<file path="config.mk">
export PLATFORM = sky130hd
export DESIGN_NAME = fp_normround
export DESIGN_NICKNAME = d
export VERILOG_FILES = /design/src/rtl/fp_normround.sv
export SDC_FILE = /design/constraint.sdc
export NUM_CORES = 1
export LEC_CHECK = 0
export BUFFER_PORTS_ARGS = -buffer_cell sky130_fd_sc_hd__buf_2
export CAP_MARGIN = 10
export CORE_MARGIN = 1.5
export CORE_UTILIZATION = 45
export CTS_CLUSTER_DIAMETER = 120
export DETAILED_ROUTE_END_ITERATION = 10
export GPL_TIMING_DRIVEN = 0
export PLACE_DENSITY = 0.73
export SLEW_MARGIN = 20
export SYNTH_ARGS = -nofsm -noshare
export SYNTH_HDL_FRONTEND = slang
export SYNTH_SLANG_ARGS = --single-unit
</file>
<file path="constraint.sdc">
create_clock -name clk -period 4.7 [get_ports clk]
set_clock_uncertainty 0.1 [all_clocks]
set_input_delay 0 -clock clk [delete_from_list [all_inputs] [get_ports clk]]
set_output_delay 0 -clock clk [all_outputs]
set_load 0.05 [all_outputs]
</file>
<file path="src/rtl/fp_normround.sv">
// rtl/fp_normround.sv - 2-stage normalize and round-to-nearest-even stage of the FP add/sub datapath.
// Optional ovf/unf/inexact flag ports are enabled by defining FP_NORMROUND_FLAGS_EN.
module fp_normround #(
  parameter  int width = 27,
  parameter  int ew    = 8,
  localparam int fw    = width - 4
) (
  input  logic          clk,
  input  logic          rst_n,
  input  logic          in_valid,
  output logic          in_ready,
  input  logic [width-1:0] res,
  input  logic          carry,
  input  logic [ew-1:0] exp_in,
  input  logic          sign_in,
  output logic          out_valid,
  input  logic          out_ready,
  output logic          sign_out,
  output logic [ew-1:0] exp_out,
  output logic [fw-1:0] frac_out
`ifdef FP_NORMROUND_FLAGS_EN
  ,
  output logic          ovf,
  output logic          unf,
  output logic          inexact
`endif
);

  localparam int lw = $clog2(width + 1);
  localparam int xw = ew + 2;
  localparam logic signed [xw-1:0] one  = 1;
  localparam logic signed [xw-1:0] emax = xw'((1 << ew) - 1);

  logic             s1_valid, s1_adv;
  logic [width-1:0] s1_res;
  logic             s1_carry, s1_sign;
  logic [ew-1:0]    s1_exp;
  logic [lw-1:0]    s1_lzc, lzc_in;

  assign s1_adv   = !out_valid || out_ready;
  assign in_ready = !s1_valid || s1_adv;

  always_comb begin
    lzc_in = lw'(width);
    for (int i = 0; i < width; i++)
      if (res[i]) lzc_in = lw'(width - 1 - i);
  end

  logic [width-1:0]       norm;
  logic signed [xw-1:0]   e_in_x, lzc_x, e_pre, e_fin;
  logic [fw-1:0]          frac_r;
  logic                   is_zero, is_unf, is_ovf, inc, rc;
  logic                   n_sign;
  logic [ew-1:0]          n_exp;
  logic [fw-1:0]          n_frac;

  assign e_in_x = $signed({2'b00, s1_exp});
  assign lzc_x  = $signed({{(xw-lw){1'b0}}, s1_lzc});

  always_comb begin
    norm    = '0;
    e_pre   = '0;
    is_zero = 1'b0;
    is_unf  = 1'b0;
    if (s1_carry) begin
      // Right shift by one keeps the dropped bit alive in sticky.
      norm    = {1'b1, s1_res[width-1:1]};
      norm[0] = s1_res[1] | s1_res[0];
      e_pre   = e_in_x + one;
    end else if (s1_res == '0) begin
      is_zero = 1'b1;
    end else if (e_in_x <= lzc_x) begin
      is_unf = 1'b1;
    end else begin
      norm  = s1_res << s1_lzc;
      e_pre = e_in_x - lzc_x;
    end
    inc    = norm[2] & (norm[1] | norm[0] | norm[3]);
    frac_r = norm[width-2:3] + fw'(inc);
    rc     = inc & (&norm[width-1:3]);
    e_fin  = e_pre + $signed({{(xw-1){1'b0}}, rc});
    is_ovf = !is_zero && !is_unf && (e_fin >= emax);
    n_sign = is_zero ? 1'b0 : s1_sign;
    if (is_zero || is_unf) begin
      n_exp  = '0;
      n_frac = '0;
    end else if (is_ovf) begin
      n_exp  = '1;
      n_frac = '0;
    end else begin
      n_exp  = e_fin[ew-1:0];
      n_frac = frac_r;
    end
  end

  always_ff @(posedge clk or negedge rst_n) begin
    if (!rst_n) begin
      s1_valid  <= 1'b0;
      s1_res    <= '0;
      s1_carry  <= 1'b0;
      s1_exp    <= '0;
      s1_sign   <= 1'b0;
      s1_lzc    <= '0;
      out_valid <= 1'b0;
      sign_out  <= 1'b0;
      exp_out   <= '0;
      frac_out  <= '0;
`ifdef FP_NORMROUND_FLAGS_EN
      ovf       <= 1'b0;
      unf       <= 1'b0;
      inexact   <= 1'b0;
`endif
    end else begin
      if (in_ready) begin
        s1_valid <= in_valid;
        if (in_valid) begin
          s1_res   <= res;
          s1_carry <= carry;
          s1_exp   <= exp_in;
          s1_sign  <= sign_in;
          s1_lzc   <= lzc_in;
        end
      end
      if (s1_adv) begin
        out_valid <= s1_valid;
        if (s1_valid) begin
          sign_out <= n_sign;
          exp_out  <= n_exp;
          frac_out <= n_frac;
`ifdef FP_NORMROUND_FLAGS_EN
          ovf      <= is_ovf;
          unf      <= is_unf;
          inexact  <= (|norm[2:0]) | is_ovf | is_unf;
`endif
        end
      end
    end
  end

endmodule

</file>
; ---- Yosys cells after proc, flatten, opt, wreduce, memory -nomap -nowiden
; Cells that the tools add are included.
[word_totals]
register_bits = 76
latchBits = 0
mem_bits_rw = 0
romBits = 0
in_bits = 41
out_inout_bits = 34
elab_cells = 78
mem_count = 0
[op_classes]
add_sub_neg = 4
multipliers = 0
n_div = 0
magnitude_cmp = 2
n_eq_ne = 0
shift = 1
muxes = 43
n_bitwise = 5
n_reduce_logical = 13
[op_table]
columns = op, count
row1 = two-way mux 5 bit, 25
row2 = two-way mux 27 bit, 3
row3 = two-way mux 23 bit, 2
row4 = two-way mux 10 bit, 3
row5 = zero test 27 bit, 1
row6 = left shift 27 x 5 -> 27 bit, 1
row7 = AND reduction 24 bit, 1
row8 = adder 23 x 1 -> 23 bit, 1
row9 = two-way mux 8 bit, 2
row10 = adder 10 x 2 -> 10 bit, 1
row11 = greater-or-equal comparator 10 x 9 -> 1 bit (second input constant), 1
row12 = adder 8 x 1 -> 9 bit (second input constant), 1
row13 = subtractor 8 x 5 -> 9 bit, 1
row14 = less-or-equal comparator 8 x 5 -> 1 bit, 1
row15 = two-way mux 1 bit, 7
row16 = zero test 1 bit, 4
row17 = AND reduction 2 bit, 2
row18 = logical OR 1 bit, 3
row19 = bitwise OR 1 bit, 3
row20 = AND 1 bit, 2
row21 = logical AND 1 bit, 2
row22 = two-way mux 2 bit, 1

; ---- Logic depth before layout (Yosys ltp)
; Gate-level depths: netlist of the first run.
[logic_depth]
ltp_word = 27
mapped_depth = 24
mapped_depth_nobuf = 21

; ---- Least setup slack after synthesis of the first run
; OpenSTA, ideal clock, no wires.
[synth_path]
kind = register to register
start = reg s1_lzc[2]
end = reg frac_out[10]
setup_time_ps = 83
arrival_ps = 4934
required_ps = 4517
slack_ps = -417
stages_incl_launch_ff = 24
path_buffers = 3
synth_period_minus_slack_ps = 5117
cell_sequence = dfrtp_1 clkinv_1 clkbuf_1 ha_1 o21ai_1 a21oi_1 nor3_1 o21a_1 clkbuf_1 o41ai_1 and4_1 nand3_1 nor4_1 ha_1 ha_1 inv_1 nor4_1 a2bb2oi_1 nor4_1 xnor2_1 a31o_2 or2_4 buf_2 o21ai_0
[synth_via]
elab_chain_cells = 13
word_cells_on_any_way = 26
cone_classes = add/sub: 3 / order compare: 2 / shift: 1 / mux: 11 / bitwise: 4 / reduce/logical: 5
[synth_lines]
columns = element, line_no
row1 = from (decl), 38  ; logic [lw-1:0] s1_lzc, lzc_in;
row2 = from (signal assigned), 121  ; s1_lzc <= lzc_in;
row3 = less-or-equal comparator 8 x 5 -> 1 bit or left shift 27 x 5 -> 27 bit (tied branches), "72, 75"
row4 = two-way mux 27 bit, 72  ; end else if (e_in_x <= lzc_x) begin
row5 = two-way mux 27 bit, 70  ; end else if (s1_res == '0) begin
row6 = two-way mux 27 bit, 65  ; if (s1_carry) begin
row7 = bitwise OR 1 bit (2 in a row), 78  ; inc = norm[2] & (norm[1] | norm[0] | norm[3]);
row8 = AND 1 bit, 78
row9 = AND 1 bit, 80  ; rc = inc & (&norm[width-1:3]);
row10 = adder 10 x 2 -> 10 bit, 81  ; e_fin = e_pre + $signed({{(xw-1){1'b0}}, rc});
row11 = greater-or-equal comparator 10 x 9 -> 1 bit, 82  ; is_ovf = !is_zero && !is_unf && (e_fin >= emax);
row12 = logical AND 1 bit, 82
row13 = two-way mux 23 bit, 87  ; end else if (is_ovf) begin
row14 = two-way mux 23 bit (*), 84  ; if (is_zero || is_unf) begin
row15 = to (signal assigned), 129  ; frac_out <= n_frac;
row16 = to (decl), 20  ; output logic [fw-1:0] frac_out
; Mark *: on every way between the ends. The rest lies on a longest branch, timed or not.
; A chain may end at the register's enable or synchronous reset.

; ---- Final worst setup path of the first run
[layout_path]
start = reg s1_lzc[2]
end = reg frac_out[3]
; The elaborated chain is that of the path after synthesis.

==> results.py, run 1 <==
metrics = {
    "global_routing": {
        "met3_usage": 0.0450,
        "grt_util_met2": 0.508,
        "grt_antenna_before_repair": 0,
        "overflow": 0,
        "grt_max_degree": 45,
        "top_usage_layer": "met2",
        "grt_use_total": 0.303,
        "grt_pass1_wl_mm": 33.0,
        "use_met1": 0.390,
        "first_global_vias": 5888,
    },
    "yosys": {
        "ys_async_sr_fraction": 1.00,
        "ys_ff_latch": 76,
        "yosys_warnings": 0,
        "syn_nets": 720,
        "ys.flop_type": "dfrtp_1",
        "avgSynthCellArea_sq_um": 9.07,
        "yosys-top-cells-area": "dfrtp_1 31%, mux4_2 7.4%, mux2_2 6.3%",
        "syn-cell-area_sq_um": 6060,
        "synth-seq-area-share": 0.314,
        "synth_edf_count": 0,
        "yosysTopAreaCell": "dfrtp_1",
        "yosysUniqueCellTypes": 72,
        "netlist_instances": 668,
        "yosysTopAreaCellShare": 0.314,
    },
    "routing": {
        "drt_iter0_markers": 459,
        "wire_per_inst_um": 21.3,
        "firstDrtPassIters": 6,
        "finalWirelength_mm": 21.6,
        "vias_per_cell": 6.05,
        "ant_nets": 0,
        "drc": 0,
        "num_vias": 6107,
    },
    "critical_path": {
        "cp-start-kind": "flip-flop",
        "end_kind": "flip-flop",
        "crit_path_top_delay_cell": "dfrtp_2",
        "cp.arrival_ns": 4.90,
        "worst-path-max-fanout": 7,
        "crit_buf_inv": 5,
        "path_class": "flip-flop to flip-flop",
        "cp_slowest_stage_delay_ns": 0.44,
        "critPathTopFamily": "simple AND/OR/NAND/NOR gates",
        "cp_cell_sequence": "clkinv_4 -> ha_4 -> o21ai_2 -> a21oi_2 -> nor3_4 -> o21a_1 -> buf_8 -> o41ai_4 -> buf_4 -> nand4b_4 -> nor2_1 -> nand3_1 -> nor4_4 -> ha_2 -> ha_4 -> inv_4 -> nor4_4 -> a2bb2oi_2 -> nor4_2 -> xnor2_1 -> a31o_2 -> or2_4 -> buf_4 -> o31ai_2",
        "required_ns": 4.85,
    },
    "clock_tree": {
        "htree_levels": 3,
        "cts.sinks": 76,
        "clkTransAtPathRegs_ns": 0.06,
        "cts_buffer_depth": 2,
        "cts_tree": "done",
        "tritoncts.num_buffers": 9,
        "clock-root-buffer": "clkbuf_16",
        "clk_latency_ns": 0.35,
    },
    "hold_path": {
        "worst_hold_path_type": "input pin to async pin",
    },
    "layout": {
        "diodes": 0,
        "finalNetCount": 882,
        "areaGrowthSynthToFinish_pct": 33.5,
        "layout_common_cells": "94 x nand2_1, 76 x buf_2, 71 x dfrtp_1",
        "drive_above_1_share": 0.339,
        "final_cells": 1010,
        "final_common_cell": "nand2_1",
    },
    "placement": {
        "dp_cells": 919,
        "port_buffers": 74,
        "gp_congestion": 0.944,
        "dpl.hpwl_mm": 15.9,
    },
    "timing": {
        "slew_viol_final": 0,
        "fmaxAchievable_ghz": 0.210,
        "setup_ws_ns": -0.0509,
        "tns_ns": -0.482,
        "rsz0062_at_grt": "true",
        "relSlewSlack": 0.550,
        "finalSetupViolCount": 21,
        "finalCriticalPeriod_ns": 4.75,
        "hold_violations": 0,
        "worstMarginPinSlew_ns": 0.675,
        "period_share": 1.01,
    },
    "die": {
        "io-pin-count": 75,
        "coreArea_sq_um": 13200,
        "die_y_um": 119,
        "initial_core_util": 0.459,
        "die_x_um": 119,
        "num_rows": 42,
        "die_area_sq_um": 14200,
    },
    "pwr": {
        "powerDensity_nw_per_um2": 406,
        "static-leakage-power_uw": 0.00342,
        "irDropWorstVdd_v": 0.000191,
    },
    "run_status": {
        "violations": "setup timing",
        "status": "finished, violations left",
    },
    "job": {
        "maxCapViolations": 0,
    },
}
-- area by class of cell --
cell class | instances | area (sq um)
repair buffers | 154 | 1110
multi-input cells | 535 | 4210
inverters | 20 | 96.3
plain buffers | 34 | 262
fillers | 1144 | 5100
flip-flops and latches | 76 | 1910
well taps | 176 | 220
clock buffers | 9 | 225
clock inverters | 6 | 66.3
-- cells in the mapped netlist (5+ instances only) --
cell type	count
buf_4	5
or3_1	6
nor4_1	20
inv_1	16
nand2b_1	12
o31ai_1	11
nor3_1	21
dfrtp_1	76
mux4_2	20
buf_2	6
o21ai_0	49
mux2i_1	20
a211oi_1	6
nor2_1	40
nand2_1	95
a32o_1	6
buf_1	5
o21ai_1	5
nand3_1	19
xnor2_1	21
clkbuf_1	18
xor2_1	13
nor2b_1	8
ha_1	10
a21oi_1	30
o22ai_1	10
and3_1	6
mux2_2	34
-- metrics by stage --
step,setup WS [ns],cell area (sq um),total power (uW),hold slack [ns],util
after floorplan,0.00613,6140,1970,-0.396,-
after global placement,-0.964,6740,2370,0.104,0.511
after detailed placement,-1.08,6760,2390,-0.133,0.512
after CTS,0.00119,7780,3170,0.0366,0.590
after global routing,-0.232,8090,3450,0.0751,0.614
final,-0.0509,8090,3290,0.0357,0.614
-- state kept, by name, indices dropped and copies added (netlist names) --
register   count
s1_lzc         5
s1_res        27
exp_out        8
out_valid      1
s1_sign        1
sign_out       1
frac_out      23
s1_valid       1
s1_exp         8
s1_carry       1
-- per-layer routing --
metal	wire length (um)	vias up	part of all wire
met2	10600	251	0.49
met1	9120	3000	0.42
met4	673	0	0.031
met5	0	-	0
met3	1190	38	0.055
li1	-	2818	-
-- kinds of logic (layout without fill, tap and decap cells) --
kind of cell	count (synthesis)	count (layout)	synth area share
and+or+nand+nor	255	255	0.212
AOI/OAI and AO/OA	158	158	0.173
muxes	77	77	0.184
DFF	76	76	0.314
buffers and inverters	57	223	0.0448
xor gates and xnor gates	34	34	0.0491
adders and majority gates	11	11	0.0239
-- worst paths after layout --
path                                   start  cells past startpoint            to  slack, ns
worst max-delay path               s1_lzc[2]                     24   frac_out[3]      -0.05
worst min-delay path                   rst_n                      2    s1_res[21]       0.04
worst max register to register     s1_lzc[2]                     24   frac_out[3]      -0.05
worst min register to register  frac_out[18]                      2  frac_out[18]       0.37
max in group asynchronous              rst_n                      3   frac_out[1]       3.88
min in group clk                       carry                      3      s1_carry       0.32
-- what timing repair did --
item | CTS | global route
cloned | 0 | 1
setup buffers | 16 | 19
pin swaps | 10 | 7
hold buffers | 43 | 0
endpoints found under the setup margin | 29 | 26
resized for setup | 56 | 61
endpoints found under the hold margin | 121 | 0
-- report_power, final --
| group | internal, uW | switching [uW] |
|---|---|---|
| combinational | 626 | 1040 |
| clock | 408 | 274 |
| sequential | 791 | 147 |
Note: power is estimated with default switching activity, not from simulation.
==> run 2, diff against run 1 <==
ABC_AREA = 1   (was unset)
==> run 2 against run 1 <==
  * The flow now finishes without violations
  * Critical endpoint is now frac_out[14]
  * First-iteration DRC count is 18% higher
  * Non-clock buffer count is 15 lower
  * Critical path depth is 10 higher
  * Routed wire length is 6.9% lower
  * Clock-buffer cell count is 2 higher
  * Core utilization is 3.1 points lower
==> results.py, run 2 <==
metrics = {
    "critical_path": {
        "reg2reg_to": "frac_out[14]",
        "ff2ff_path_depth": 34,
        "end_kind": "flip-flop",
        "worst-path-max-fanout": 10,
        "critPathTopFamily": "simple AND/OR/NAND/NOR gates",
        "crit_path_top_delay_cell": "dfrtp_1",
        "cp.depth": 34,
        "required_ns": 4.84,
        "path_class": "flip-flop to flip-flop",
        "cp-start-kind": "flip-flop",
        "cp_common_cell": "nand2_4",
        "crit_buf_inv": 6,
        "worstReg2RegStart": "s1_lzc[1]",
        "cp.arrival_ns": 4.60,
        "cp_slowest_stage_delay_ns": 0.39,
        "r2r_slack_ns": 0.24,
    },
    "timing": {
        "tns_ns": 0,
        "worstMarginPinSlew_ns": 0.561,
        "finalSetupViolCount": 0,
        "slew_viol_final": 0,
        "fmaxAchievable_ghz": 0.224,
        "finalCriticalPeriod_ns": 4.46,
        "period_share": 0.950,
        "hold_violations": 0,
        "relSlewSlack": 0.625,
    },
    "clock_tree": {
        "cts_tree": "done",
        "cts.sinks": 76,
        "tritoncts.num_buffers": 9,
        "cts_buffer_depth": 2,
        "clkTransAtPathRegs_ns": 0.06,
        "clk_latency_ns": 0.35,
        "htree_levels": 3,
        "clock-root-buffer": "clkbuf_16",
    },
    "yosys": {
        "syn_nets": 1053,
        "synth.most_common_cell": "nand2_1",
        "netlist_instances": 1001,
        "ys_ff_latch": 76,
        "synth.top_cells.by_count": "365 x nand2_1, 103 x inv_1, 76 x dfrtp_1, 68 x o21ai_0, 65 x nor2_1",
        "yosys_warnings": 0,
        "ys_async_sr_fraction": 1.00,
        "synth_edf_count": 0,
        "yosys-top-cells-area": "dfrtp_1 29%, nand2_1 21%, inv_1 5.9%",
        "syn-cell-area_sq_um": 6520,
        "yosysTopAreaCellShare": 0.292,
        "yosysTopAreaCell": "dfrtp_1",
        "avgSynthCellArea_sq_um": 6.51,
        "synth-seq-area-share": 0.292,
        "ys.flop_type": "dfrtp_1",
        "yosysUniqueCellTypes": 54,
    },
    "placement": {
        "dpl.hpwl_mm": 15.2,
        "dpl-instance-area_sq_um": 7140,
        "gp_congestion": 0.984,
        "port_buffers": 74,
    },
    "routing": {
        "drc": 0,
        "drt_iter0_markers": 540,
        "vias_per_cell": 5.24,
        "num_vias": 6964,
        "wire_per_inst_um": 15.1,
        "finalWirelength_mm": 20.1,
        "ant_nets": 0,
        "firstDrtPassIters": 7,
    },
    "run_status": {
        "status": "finished clean",
    },
    "die": {
        "initial_core_util": 0.466,
        "io-pin-count": 75,
        "die_x_um": 123,
        "num_rows": 43,
        "coreArea_sq_um": 14000,
        "die_y_um": 123,
        "die_area_sq_um": 15200,
    },
    "layout": {
        "finalNetCount": 1195,
        "diodes": 0,
        "reg_top3": "s1_res (27), frac_out (23)",
        "seqCellArea_sq_um": 1900,
        "fin_util": 0.583,
        "final_common_cell": "nand2_1",
        "drive_above_1_share": 0.199,
        "layout_common_cells": "361 x nand2_1, 101 x inv_1, 83 x buf_2",
        "areaGrowthSynthToFinish_pct": 25.1,
        "multi_input_area_sq_um": 4050,
        "top_register": "s1_res",
        "fillCellCount": 1360,
        "stdcell_area_sq_um": 8150,
        "largest_register_ff_count": 27,
    },
    "global_routing": {
        "grt_pass1_wl_mm": 30.9,
        "overflow": 0,
        "first_global_vias": 6373,
        "grt_antenna_before_repair": 0,
        "grt_max_degree": 44,
        "grt_use_total": 0.265,
    },
    "job": {
        "maxCapViolations": 0,
    },
    "hold_path": {
        "worst_hold_path_type": "input pin to async pin",
    },
    "pwr": {
        "irDropWorstVdd_v": 0.000175,
        "static-leakage-power_uw": 0.00417,
        "powerDensity_nw_per_um2": 436,
    },
}
## run 2: cell types whose count changed after synthesis, sizes merged, moves of 14 or more
cell   before  now
inv        17  114
mux2       34    0
mux4       23    0
nand2      96  379
nand3      19   56
nand4       3   23
nor2       41   78
nor3       22    5
nor4       20    6
o21ai      54  126
xnor2      21    4
## run 2: area by class of cell
type                    count  area share
well taps                 180      0.0276
repair buffers            135       0.120
flip-flops and latches     76       0.234
inverters                 115      0.0536
clock inverters             5     0.00645
plain buffers              38      0.0331
clock buffers              11      0.0285
multi-input cells         768       0.497
## run 2: metrics by stage
stage                     worst slack [ns]  hold WS [ns]  instances  power [uW]
after detailed placement            -0.794        -0.120       1256        2750
after global placement              -0.704         0.107       1255        2720
after floorplan                      0.263        -0.396       1001        2310
final                                0.235        0.0403       1328        3550
after CTS                           0.0149        0.0509       1311        3470
after global routing               -0.0549        0.0947       1328        3790
## run 2: cells by family after synthesis
family	after synthesis	synth area share
xor gates and xnor gates	12	0.0161
and+or+nand+nor	565	0.386
buffers and inverters	158	0.105
DFF	76	0.292
adders and majority gates	11	0.0223
AOI/OAI and AO/OA	172	0.168
muxes	7	0.0113
## run 2: worst max-delay path by stage
stage,from,end
6_report,s1_lzc[1],frac_out[14]
5_1_grt,s1_lzc[1],frac_out[14]
4_1_cts,s1_lzc[1],frac_out[6]
3_5_place_dp,s1_lzc[2],frac_out[6]
3_3_place_gp,s1_lzc[2],frac_out[4]
2_1_floorplan,s1_lzc[2],frac_out[0]
## run 2: power breakdown
part / leakage [uW] / switching, uW / internal [uW]
Combinational: 0.00309 / 1330 / 590
Clock: 0.000139 / 271 / 408
Sequential: 0.000943 / 127 / 823
## run 2: repair_timing
item,in CTS,in global routing
setup endpoints to repair,31,30
gates resized for setup,16,28
pin swaps,2,9
hold buffers,42,0
hold endpoints to repair,119,0
buffers inserted,2,13
cloned,0,4
## run 2: metal layers
layer	global-route usage	routed length, um
met1	0.351	9150
met2	0.433	9170
met3	0.0314	1040
met4	0.122	709
met5	0	0
